**src/rtl/ifetch_unit_pkg.sv**
```systemverilog
// Shared definitions for the minisys 32 instruction fetch stage.
// Reset vector, FSM encodings and J-type field ranges.
package ifetch_unit_pkg;

  localparam logic [31:0] RESET_PC_DEF = 32'h0000_0000;
  localparam int unsigned IADDR_W_DEF  = 14;

  localparam int unsigned JT_MSB = 25;
  localparam int unsigned JT_LSB = 0;

  typedef enum logic [1:0] {
    S_BOOT  = 2'd0,
    S_WAIT  = 2'd1,
    S_VALID = 2'd2
  } fetch_state_t;

  function automatic logic [31:0] add4(input logic [31:0] a);
    return a + 32'd4;
  endfunction

endpackage

```
**src/rtl/ifetch_unit_npc_calc.sv**
```systemverilog
// Next-PC selection for the fetch stage.
// Priority: Jr, then Jmp/Jal, then taken branch, then sequential.
module npc_calc
  import ifetch_unit_pkg::*;
(
  input  logic [31:0]     pc,
  input  logic [JT_MSB:0] jidx,
  input  logic            jr,
  input  logic            jmp,
  input  logic            jal,
  input  logic            branch,
  input  logic            nbranch,
  input  logic            zero,
  input  logic [29:0]     imme,
  input  logic [31:0]     jr_addr,
  output logic [31:0]     npc,
  output logic            jr_misalign
);

  logic [31:0] pc_plus4;
  logic [31:0] br_target;
  logic        br_taken;

  assign pc_plus4  = add4(pc);
  assign br_target = pc_plus4 + {imme, 2'b00};
  assign br_taken  = (branch & zero) | (nbranch & ~zero);

  always_comb begin
    npc         = pc_plus4;
    jr_misalign = 1'b0;
    if (jr) begin
      npc         = {jr_addr[31:2], 2'b00};
      jr_misalign = |jr_addr[1:0];
    end else if (jmp | jal) begin
      npc = {pc_plus4[31:28], jidx[JT_MSB:JT_LSB], 2'b00};
    end else if (br_taken) begin
      npc = br_target;
    end
  end

endmodule

```
**src/rtl/ifetch_unit.sv**
```systemverilog
// Instruction fetch stage: PC, imem handshake, Inst hold
// and retire bookkeeping for the minisys 32 pipeline.
module ifetch_unit
  import ifetch_unit_pkg::*;
#(
  parameter logic [31:0] RESET_PC = RESET_PC_DEF,
  parameter int unsigned IADDR_W  = IADDR_W_DEF
) (
  input  logic               clk,
  input  logic               rst,
  output logic               imem_req,
  output logic [IADDR_W-1:0] imem_addr,
  input  logic               imem_ready,
  input  logic [31:0]        imem_rdata,
  input  logic               stall,
  input  logic               Jr,
  input  logic               Jmp,
  input  logic               Jal,
  input  logic               Branch,
  input  logic               nBranch,
  input  logic               zero,
  input  logic [31:0]        Imme,
  input  logic [31:0]        jr_addr,
  output logic [31:0]        Inst,
  output logic               inst_valid,
  output logic [31:0]        pc,
  output logic [31:0]        link_addr,
  output logic               misalign_err,
  output logic [31:0]        retired_cnt
);

  fetch_state_t state, state_nxt;
  logic [31:0]  npc;
  logic         jr_misalign;
  logic         accept;
  logic         retire;
  logic [1:0]   unused_imme;

  assign unused_imme = Imme[31:30];

  npc_calc u_npc (
    .pc          (pc),
    .jidx        (Inst[JT_MSB:JT_LSB]),
    .jr          (Jr),
    .jmp         (Jmp),
    .jal         (Jal),
    .branch      (Branch),
    .nbranch     (nBranch),
    .zero        (zero),
    .imme        (Imme[29:0]),
    .jr_addr     (jr_addr),
    .npc         (npc),
    .jr_misalign (jr_misalign)
  );

  assign imem_addr = pc[IADDR_W+1:2];

  always_comb begin
    state_nxt = state;
    imem_req  = 1'b0;
    accept    = 1'b0;
    retire    = 1'b0;
    unique case (state)
      S_BOOT: state_nxt = S_WAIT;
      S_WAIT: begin
        imem_req = 1'b1;
        if (imem_ready) begin
          accept    = 1'b1;
          state_nxt = S_VALID;
        end
      end
      S_VALID: begin
        if (!stall) begin
          retire    = 1'b1;
          state_nxt = S_WAIT;
        end
      end
      default: state_nxt = S_BOOT;
    endcase
  end

  always_ff @(posedge clk or posedge rst) begin
    if (rst) state <= S_BOOT;
    else     state <= state_nxt;
  end

  // Redirect controls only matter at the retiring edge.
  always_ff @(posedge clk or posedge rst) begin
    if (rst) begin
      Inst         <= 32'd0;
      inst_valid   <= 1'b0;
      pc           <= RESET_PC;
      link_addr    <= add4(RESET_PC);
      misalign_err <= 1'b0;
      retired_cnt  <= 32'd0;
    end else if (accept) begin
      Inst       <= imem_rdata;
      inst_valid <= 1'b1;
    end else if (retire) begin
      pc          <= npc;
      link_addr   <= add4(npc);
      retired_cnt <= retired_cnt + 32'd1;
      inst_valid  <= 1'b0;
      if (jr_misalign) misalign_err <= 1'b1;
    end
  end

endmodule

```
**config.mk**
```make
export PLATFORM = sky130hd
export DESIGN_NAME = ifetch_unit
export DESIGN_NICKNAME = d
export VERILOG_FILES = /design/src/rtl/ifetch_unit_pkg.sv /design/src/rtl/ifetch_unit_npc_calc.sv /design/src/rtl/ifetch_unit.sv
export SDC_FILE = /design/constraint.sdc
export NUM_CORES = 1
export LEC_CHECK = 0
export ABC_AREA = 1
export CELL_PAD_IN_SITES_DETAIL_PLACEMENT = 1
export CELL_PAD_IN_SITES_GLOBAL_PLACEMENT = 2
export CORE_UTILIZATION = 27
export DETAILED_ROUTE_END_ITERATION = 16
export GPL_TIMING_DRIVEN = 0
export PLACE_DENSITY = 0.89
export SYNTH_ARGS = -nofsm -noshare
export SYNTH_HDL_FRONTEND = slang
export SYNTH_HIERARCHICAL = 1
export SYNTH_SLANG_ARGS = --single-unit
```
**constraint.sdc**
```tcl
create_clock -name clk -period 5.3 [get_ports clk]
set_input_delay 1.06 -clock clk [delete_from_list [all_inputs] [get_ports clk]]
set_output_delay 1.06 -clock clk [all_outputs]
set_load 0.02 [all_outputs]
```
==> flow_summary.toml <==
[global_route]
antenna_found_initial = 1
grt_pass1_wl_um = 68700
grt_pass1_vias = 11700
grt-ovfl-total = 0
grt_util_all_layers = 0.239
grt_max_degree = 67

[critical_path]
critPathTopFamily = "simple AND/OR/NAND/NOR gates"
worst_setup_path_end_kind = "register"
criticalPathCategory = "register to register"
startpoint_type = "register"
critPathArrivalTime_ns = 5.29
worst-path-max-fanout = 6
slowest_stage = "a31oi_1"
cp_num_buf_inv = 2
required_ns = 5.63
cp_cell_sequence = "nand2_1, nor2_1, nand2_1, nor2_1, xor2_1, inv_1, ha_1, nand2_1, nor2_1, nand3_1, nand3_1, nor2_1, nor2_1, nand2_1, a31oi_1, nand2_1, nor2_1, inv_1, nor2_1, nand2_1, nand2_1, o21ai_1"
slowest_delay_ns = 0.56

[power]
p_int_mw = 3.62
power_density_mw_per_mm2 = 501
p_comb_frac = 0.560
finalPower_mw = 6.90
power_frac_clock = 0.175
vdd_drop_max_mv = 0.299
p_sw_mw = 3.29
p_leak_nw = 6.59
seqPwrFrac = 0.265
sw_frac_of_total = 0.476

[die]
die-area_mm2 = 0.0382
die_w_um = 195
core-area_mm2 = 0.0367
start_util = 0.275
num_rows = 70
ioPinCount = 251
dieHeight_um = 195

[logic_synthesis]
yosys-top-cells-area = "dfrtp_1 32%, nand2_1 20%, inv_1 6.4%, nor2_1 5.9%, ha_1 4.8%"
synth-seq-area-share = 0.322
syn_inst = 1500
yosys_warnings = 6
synth_top_area_frac = 0.319
ys_dominant_reg_cell = "dfrtp_1"
synth_area_mm2 = 0.0101
synth_seq_cells = 130
synth_compound_area_frac = 0.0826
synth-simple-area-share = 0.377
synth_top_family_by_area = "simple AND/OR/NAND/NOR gates"
synth_nets = 1646
synth-edff-count = 0
muxShareOfSynthArea = 0.0357
synth-async-reset-ratio = 1.00
avgSynthCellArea_um2 = 6.74
yosys.area_share.adder = 0.0503
synth_top_area_cell = "dfrtp_1"
synth_cell_types = 47
yosys.area_share.xor_xnor = 0.0370

[routing]
firstDrtPassIters = 5
ant_nets = 0
drt-total-wl_um = 44300
num_vias = 10900
route.detailed.drc = 0
routed_via_density = 4.86
drtIter0Drc = 668
wl_per_cell_um = 19.7

[clock_network]
cts_sinks = 130
cts-root-buf = "clkbuf_16"
clock_path_buffers = 2
cts_tree = "done"
cts-hold-fix-buffers = 0
htree_num_levels = 4
post-cts-setup-buffers = 0
numCtsBuffers = 17
clk_pin_slew_worst_paths_ns = 0.07
postCtsResizedCells = 0
insertion_delay_ns = 0.45

[timing]
fin_skew_ns = 0.0155
hold_violations = 0
worst_slew_pin_slew_ns = 0.804
finalSetupViolCount = 0
finalCritPeriodShare = 0.935
drv_slew = 0
clock.fmax_mhz = 202
period_needed_ns = 4.96
hold_ws_ns = 0.460
rsz0062_at_grt = "no"
setup_tns_ns = 0
max_slew_margin = 0.461

[layout]
final_cell_mix = "544 x nand2_1, 247 x clkdlybuf4s50_1, 171 x inv_1"
syn_to_final_growth_pct = 36.3
n_antenna_cell = 0
fin_util = 0.375
drive_gt1_frac = 0.0927
layout_commonest_cell = "nand2_1"
fillers = 4640
finalNetCount = 1913

[placed_design]
dp_hpwl_um = 36300
gp_congestion = 0.943
port_buffers = 247

[hold_path]
hp-class = "register to register"

[status]
status = "complete, no violations"

[job]
drv_cap = 0
cells in the mapped netlist (10+ instances only):
cell and number:
buf_2 10, xor2_1 21, nor2_2 13, o21ai_0 31, ha_1 39, nor2_1 160, o21ai_1 16, inv_1 172
nor2_4 11, nand2_1 544, nand4_1 26, nand3_1 82, buf_4 21, xnor2_1 18, a21oi_1 71, dfrtp_1 129
nor3_1 12, mux2_2 32
power groups by stage:
stage | sequential, mW | clock [mW] | combinational (mW)
floorplan | 2.08 | 0 | 1.88
global placement | 1.84 | 0 | 3.76
detailed placement | 1.85 | 0 | 3.84
CTS | 1.84 | 1.23 | 3.88
global route | 1.89 | 1.26 | 4.23
finish | 1.83 | 1.21 | 3.86
per-layer routing:
layer  up-vias  track usage  wire length [um]
met5         -            0                 0
met4         0       0.0784              1170
met3        54       0.0534              2740
met2       330        0.393             20200
met1      5272        0.309             20200
li1       5274            -                 -
logic make-up (layout without fill, tap and decap cells):
kind of cell / Yosys count / in the layout
multiplexers: 32 / 32
AO/OA/AOI/OAI: 151 / 151
flip-flops: 130 / 130
XOR/XNOR: 41 / 41
AND/OR/NAND/NOR: 886 / 886
adder cells (fa/ha/maj): 40 / 40
buffers and inverters: 220 / 500
path summary, 6_finish.rpt:
path                                                from  slack [ns]  cells after the start                    endpoint
worst min register to register  misalign_err$_DFFE_PP0P_        0.46                      1    misalign_err$_DFFE_PP0P_
min in group asynchronous                            rst        1.09                      2  retired_cnt[2]$_DFFE_PP0P_
worst max-delay path                   pc[8]$_DFFE_PP0P_        0.34                     22   link_addr[30]$_DFFE_PP0P_
max in group asynchronous                            rst        3.40                      3        Inst[22]$_DFFE_PP0P_
worst min-delay path            misalign_err$_DFFE_PP0P_        0.46                      1    misalign_err$_DFFE_PP0P_
worst max register to register         pc[8]$_DFFE_PP0P_        0.34                     22   link_addr[30]$_DFFE_PP0P_
layout make-up:
| type | instances | area [um2] | share of cell area |
|---|---|---|---|
| Buffer | 43 | 302 | 0.0219 |
| Clock buffer | 17 | 425 | 0.0309 |
| Clock inverter | 15 | 144 | 0.0104 |
| Inverter | 177 | 672 | 0.0488 |
| Multi-Input combinational cell | 1150 | 5890 | 0.428 |
| Sequential cell | 130 | 3250 | 0.236 |
| Tap cell | 468 | 586 | 0.0425 |
| Timing Repair Buffer | 248 | 2500 | 0.182 |
registers in the layout, indices dropped and copies added, names as in the netlist:
signal and count:
Inst 32, pc 32, retired_cnt 32, link_addr 30
state 2, inst_valid 1, misalign_err 1
through the flow:
step | cell area [um2] | instances | setup WS, ns
floorplan | 10100 | 1500 | 0.772
global placement | 13200 | 2215 | -1.52
detailed placement | 13200 | 2216 | 0.540
CTS | 13800 | 2248 | 0.501
global route | 13800 | 2248 | 0.0836
finish | 13800 | 2248 | 0.344
(Power assumes the default switching activity.)
